<file path="src/rtl/pw_pkg.sv">
// Shared types and constants for the password lockout controller.
package pw_pkg;

  localparam int SW_W = 10;

  typedef enum logic [1:0] {
    ST_ARMED    = 2'd0,
    ST_OPEN     = 2'd1,
    ST_LOCKOUT  = 2'd2,
    ST_WAIT_REL = 2'd3
  } pw_state_e;

  localparam logic [2:0] DISP_ARMED    = 3'd0;
  localparam logic [2:0] DISP_OPEN     = 3'd1;
  localparam logic [2:0] DISP_LOCKOUT  = 3'd2;
  localparam logic [2:0] DISP_WAIT_REL = 3'd3;

  function automatic logic [2:0] disp_of(input pw_state_e s);
    case (s)
      ST_OPEN:     return DISP_OPEN;
      ST_LOCKOUT:  return DISP_LOCKOUT;
      ST_WAIT_REL: return DISP_WAIT_REL;
      default:     return DISP_ARMED;
    endcase
  endfunction

endpackage

</file>
<file path="src/rtl/pw_sec_timer.sv">
// 6-bit loadable seconds down-counter; load beats tick, counting stops at zero.
module pw_sec_timer (
  input  logic       clk,
  input  logic       rst,
  input  logic       load,
  input  logic [5:0] load_val,
  input  logic       tick,
  output logic [5:0] cnt,
  output logic       zero
);

  assign zero = (cnt == 6'd0);

  always_ff @(posedge clk) begin
    if (rst)               cnt <= 6'd0;
    else if (load)         cnt <= load_val;
    else if (tick && !zero) cnt <= cnt - 6'd1;
  end

endmodule

</file>
<file path="src/rtl/pw_lockout_ctrl.sv">
// Password lockout controller: gates switches, counts failures, times lockout/open windows.
// Build option PW_AUTO_RELOCK_EN: OPEN times out after UNLOCK_SECS ticks instead of waiting for switch release.
import pw_pkg::*;

module pw_lockout_ctrl #(
  parameter int MAX_TRIES   = 3,
  parameter int LOCK_SECS   = 30,
  parameter int UNLOCK_SECS = 10
) (
  input  logic            clk,
  input  logic            rst,
  input  logic [SW_W-1:0] sw_in,
  input  logic            tick,
  input  logic            pw_ok,
  input  logic            pw_fail,
  output logic [SW_W-1:0] sw_out,
  output logic            pw_clr,
  output logic            unlocked,
  output logic            locked,
  output logic [1:0]      attempts_left,
  output logic [5:0]      secs_left,
  output logic [2:0]      disp_code
);

  localparam logic [1:0] MAX_A    = 2'(MAX_TRIES);
  localparam logic [5:0] LOCK_V   = 6'(LOCK_SECS);
  localparam logic [5:0] UNLOCK_V = 6'(UNLOCK_SECS);

  pw_state_e  state, state_n;
  logic [1:0] att_n;
  logic       clr_req, tmr_load, tmr_zero, expire;
  logic [5:0] tmr_val, cnt;

  pw_sec_timer u_tmr (
    .clk      (clk),
    .rst      (rst),
    .load     (tmr_load),
    .load_val (tmr_val),
    .tick     (tick),
    .cnt      (cnt),
    .zero     (tmr_zero)
  );

  assign secs_left = cnt;
  // Last tick of a running window: state leaves on the same edge the count hits zero.
  assign expire    = tick && !tmr_zero && (cnt[5:1] == 5'd0);

  always_comb begin
    state_n  = state;
    att_n    = attempts_left;
    clr_req  = 1'b0;
    tmr_load = 1'b0;
    tmr_val  = '0;
    case (state)
      ST_ARMED: begin
        if (pw_fail) begin
          clr_req = 1'b1;
          if (attempts_left == 2'd1) begin
            state_n  = ST_LOCKOUT;
            att_n    = 2'd0;
            tmr_load = 1'b1;
            tmr_val  = LOCK_V;
          end else begin
            att_n = attempts_left - 2'd1;
          end
        end else if (pw_ok) begin
          state_n = ST_OPEN;
          att_n   = MAX_A;
          tmr_val = UNLOCK_V;
`ifdef PW_AUTO_RELOCK_EN
          tmr_load = 1'b1;
`endif
        end
      end
      ST_OPEN: begin
`ifdef PW_AUTO_RELOCK_EN
        if (expire) state_n = ST_WAIT_REL;
`else
        if (sw_in == '0) begin
          state_n = ST_ARMED;
          clr_req = 1'b1;
        end
`endif
      end
      ST_LOCKOUT: begin
        if (expire) begin
          state_n = ST_WAIT_REL;
          att_n   = MAX_A;
        end
      end
      ST_WAIT_REL: begin
        if (sw_in == '0) begin
          state_n = ST_ARMED;
          clr_req = 1'b1;
        end
      end
      default: state_n = ST_ARMED;
    endcase
  end

  // Flags and display decode from the next state so they line up with the state register.
  always_ff @(posedge clk) begin
    if (rst) begin
      state         <= ST_ARMED;
      attempts_left <= MAX_A;
      pw_clr        <= 1'b0;
      unlocked      <= 1'b0;
      locked        <= 1'b0;
      disp_code     <= DISP_ARMED;
      sw_out        <= '0;
    end else begin
      state         <= state_n;
      attempts_left <= att_n;
      pw_clr        <= clr_req && !pw_clr;
      unlocked      <= (state_n == ST_OPEN);
      locked        <= (state_n == ST_LOCKOUT);
      disp_code     <= disp_of(state_n);
      sw_out        <= (state_n == ST_ARMED) ? sw_in : '0;
    end
  end

endmodule

</file>
<file path="config.mk">
export PLATFORM = sky130hd
export DESIGN_NAME = pw_lockout_ctrl
export DESIGN_NICKNAME = d
export VERILOG_FILES = /design/src/rtl/pw_pkg.sv /design/src/rtl/pw_sec_timer.sv /design/src/rtl/pw_lockout_ctrl.sv
export SDC_FILE = /design/constraint.sdc
export NUM_CORES = 1
export LEC_CHECK = 0
export ABC_AREA = 1
export ABC_CLOCK_PERIOD_IN_PS = 1600
export CORE_MARGIN = 4
export CORE_UTILIZATION = 25
export DETAILED_ROUTE_END_ITERATION = 6
export PLACE_DENSITY_LB_ADDON = 0.2
export SYNTH_ARGS = -nofsm -noshare
export SYNTH_HDL_FRONTEND = slang
export SYNTH_HIERARCHICAL = 1
export SYNTH_SLANG_ARGS = --single-unit
</file>
<file path="constraint.sdc">
create_clock -name clk -period 1.6 [get_ports clk]
set_clock_uncertainty 0.1 [all_clocks]
set_input_delay 0.32 -clock clk [delete_from_list [all_inputs] [get_ports clk]]
set_output_delay 0.32 -clock clk [all_outputs]
set_load 0.01 [all_outputs]
</file>
==> metrics.md <==
| Metric | Value |
|---|---|
| Vias after detailed routing | `1,224` |
| Fin. Hold Viols | `0` |
| Final worst hold slack | `0.212 ns` |
| WHS Path Cells | `3` |
| Average cell area after synthesis | `7.36 µm²` |
| Power share of the clock group | `0.136` |
| Worst-case reg-to-reg path depth | `11` |
| Fraction of registers with async set/reset | `0` |
| Number of buffers created by CTS | `3` |
| Critical path start-end classification | `reg -> reg` |
| Xor and xnor fraction of the mapped netlist area | `0.00692` |
| Number of vias per cell after detailed routing | `4.00` |
| Final WL | `3110 µm` |
| Max Root-Sink Buffers | `2` |
| Global route overflow | `0` |
| Critical-path cell list | `inv_2 > ha_4 > nand3_2 > inv_2 > nor2_4 > nand3_4 > nor2_4 > nor2_4 > nand3_4 > buf_12 > nor3_2` |
| TritonCTS clock tree | `done` |
| Adder and majority cell fraction of the synthesized area | `0.0296` |
| Data required time at the worst endpoint | `1.70 ns` |
| Share of total power in sequential cells | `0.295` |
| Worst vdd rail ir drop | `0.585 mV` |
| Via count of the first global-routing pass | `1,171` |
| Overall die width | `79.2 µm` |
| Combined area of all synthesized cells | `1270 µm²` |
| Setup Viol. Count Final | `0` |
| Pin count of the biggest net entering global routing | `17` |
| Share of cells above drive strength 1 | `0.331` |
| Critical Path Fanout Max | `6` |
| Slowest library cell on the worst path | `dfxtp_2` |
| Clock transition at path regs | `0.09 ns` |
| Number of antenna violations at the first check in global routing | `0` |
| Crit path capture type | `register` |
| Hold path start | `sw_in[2]` |
| Placed wire-length estimate | `2380 µm` |
| Peak per-stage delay on the critical path | `0.33 ns` |
| DRC violation count after routing | `0` |
| Post-DR wirelength/cell | `10.2 µm` |
| Htree depth | `1` |
| Num ports | `39` |
| Period utilization | `0.973` |
| Placed Instance Area | `1900 µm²` |
| Data arrival time at the worst-slack endpoint | `1.66 ns` |
| Worst flop-to-flop path startpoint | `u_tmr/cnt[1]` |
| Number of violations of the max-capacitance limit | `0` |
| Floorplan row count | `25` |
| Type of element launching the critical path | `register` |
| 1st-iter DRT viols | `51` |
| GRT Total Usage | `0.103` |
| Switching power summed over all nets | `1.20 mW` |
| Post-synthesis cell type count | `25` |
| Dominant register cell in the synthesized netlist | `dfxtp_1` |
| Final Max Slew Viols | `0` |
| # diodes | `0` |
| Latest clock arrival within the worst-skew pair | `0.27 ns` |
| Proportion of power drawn by combinational gates | `0.569` |
| PortBufs | `37` |
| Worst min path class | `in -> reg` |
| FF+latch count, synth | `25` |
| Compound-Gate Fraction of Synth Area | `0.0613` |
| Portion of netlist area occupied by mux cells | `0` |
| Main combinational cell family by area after synthesis | `simple AND/OR/NAND/NOR gates` |
| Count of mapped cells out of synthesis | `172` |
| RD Place Congestion | `0.781` |
| Die Y-Extent | `79.2 µm` |
| CP most frequent cell | `nor2_4` |
| Placeable core area | `4820 µm²` |
| Starting utilization of the core area | `0.263` |
| Min cycle time layout | `1.56 ns` |
| Synthesis-to-finish area growth | `66.2%` |
| Top achievable clock speed | `642 MHz` |
| Proportion of synthesized chip area in sequential cells | `0.395` |
| Switching share of power | `0.412` |
| CTS root buffer | `clkbuf_8` |
| Fill cell instance count of the final layout | `511` |
| Hold Crit Endpoint | `sw_out[2]` |
| Net total in the final layout | `258` |
| CTS Hold Bufs | `0` |
| Total non-filler cell area in the finished layout | `2100 µm²` |
| Total Power Consumption | `2.92 mW` |
| Reg2Reg Setup Slack | `0.04 ns` |
| First-pass GRT wire length | `5150 µm` |
| Total power per unit cell area | `1390 nW/µm²` |
| Number of enable flip-flop cells after synthesis | `0` |
| Number of iterations in the first detailed-routing pass | `4` |
| Area of the die | `6270 µm²` |
| Simple-gate share of the synthesized area | `0.384` |
| Ys Warns | `6` |
| R2r endpoint | `sw_out[9]` |
| TritonCTS Sinks | `25` |
| Leak pwr | `1.14 nW` |
| Outcome | `completed` |
| Total internal power | `1.71 mW` |
| Number of antenna-violating nets in the routed design | `0` |
## registers in the layout (all words and copies together), names as in the netlist
register       flops
attempts_left      2
disp_code          2
locked             1
pw_clr             1
state              2
sw_out            10
u_tmr/cnt          6
unlocked           1
## stage by stage
step	instances	setup slack, ns	setup TNS [ns]	utilization
global placement	300	-0.232	-4.14	0.395
global route	306	-0.0335	-0.224	0.437
finish	306	0.0433	0	0.437
CTS	304	0.0107	0	0.404
floorplan	174	0.00164	0	-
detailed placement	300	-0.240	-4.37	0.395
## worst max path at each step
stage | start | to | slack (ns) | cells past startpoint
after floorplan | u_tmr/cnt[0] | locked | 0.002 | 11
after global placement | tick | sw_out[9] | -0.23 | 9
after detailed placement | tick | sw_out[9] | -0.24 | 9
after CTS | sw_out[7] | sw_out[7] | 0.01 | 1
after global routing | u_tmr/cnt[1] | sw_out[9] | -0.03 | 11
final | u_tmr/cnt[1] | sw_out[9] | 0.04 | 11
## synthesized netlist by cell type (2+ instances only)
cell     number  area, µm²
a21oi_1       6       30.0
buf_6         2       22.5
dfxtp_1      25        500
ha_1          3       37.5
inv_1        27        101
inv_2         4       15.0
nand2_1      41        154
nand2_2       3       18.8
nand3_1      12       60.1
nand3_2       4       40.0
nor2_1       15       56.3
nor2_2        6       37.5
nor3_1        2       10.0
nor3_2        9       90.1
o21ai_0       3       15.0
## power by group through the flow
| stage | Sequential [mW] | Clock (mW) | Combinational, mW |
|---|---|---|---|
| final | 0.861 | 0.397 | 1.66 |
| after CTS | 0.846 | 0.425 | 1.50 |
| after global placement | 0.853 | 0 | 1.54 |
| after floorplan | 0.933 | 0 | 0.816 |
| after global routing | 0.884 | 0.453 | 1.89 |
| after detailed placement | 0.851 | 0 | 1.55 |
## cells in the final DEF, fill, tap and decap left out, types with 3 or more instances in the layout
cell type        instances
dfxtp_2                  7
conb_1                   3
clkdlybuf4s50_1         16
nand2_1                 39
a21oi_1                  6
nor2_4                   4
nor3_4                   3
nor2_2                   4
dlygate4sd2_1            9
clkbuf_8                 3
nand3_2                  3
buf_4                   24
inv_1                   23
nor2_1                  13
nor3_2                   7
dfxtp_1                 18
dlymetal6s2s_1          12
inv_2                    8
nand2_2                  5
o21ai_0                  3
nand3_1                 11
## layer usage
| layer | track usage | wire length, µm | vias to the layer above |
|---|---|---|---|
| li1 | - | - | 657 |
| met1 | 0.128 | 1400 | 536 |
| met2 | 0.164 | 1470 | 26 |
| met3 | 0.0408 | 208 | 5 |
| met4 | 0.0309 | 37 | 0 |
| met5 | 0 | 0 | - |
## kinds of logic (layout without fill, tap and decap cells)
| kind of cell | count (synthesis) | after routing |
|---|---|---|
| buffers and inverters | 35 | 100 |
| AOI/OAI and AO/OA | 12 | 12 |
| adders and majority gates | 3 | 3 |
| xor gates and xnor gates | 1 | 1 |
| other | 1 | 3 |
| DFF | 25 | 25 |
| and+or+nand+nor | 95 | 95 |
## repair_timing
action	in CTS	in global routing
pin swaps	0	10
hold endpoints to repair	0	0
gates resized for setup	12	36
cloned	0	1
buffers inserted	0	1
endpoints found under the setup margin	9	30
## area by class of cell
cell class | instances | area (µm²) | share of cell area
clock buffer | 3 | 41.3 | 0.0196
sequential | 25 | 509 | 0.242
multi-input combinational | 114 | 708 | 0.337
clock inverter | 1 | 8.76 | 0.00416
timing repair buffer | 65 | 637 | 0.303
inverter | 31 | 116 | 0.0553
tap | 67 | 83.8 | 0.0398
## critical path, delay by kind of cell, from the launching register on
family	cells	cell delay, ns
DFF	1	0.33
and+or+nand+nor	7	0.62
buffers and inverters	3	0.31
adders and majority gates	1	0.13
Note: power is estimated with default switching activity, not from simulation.
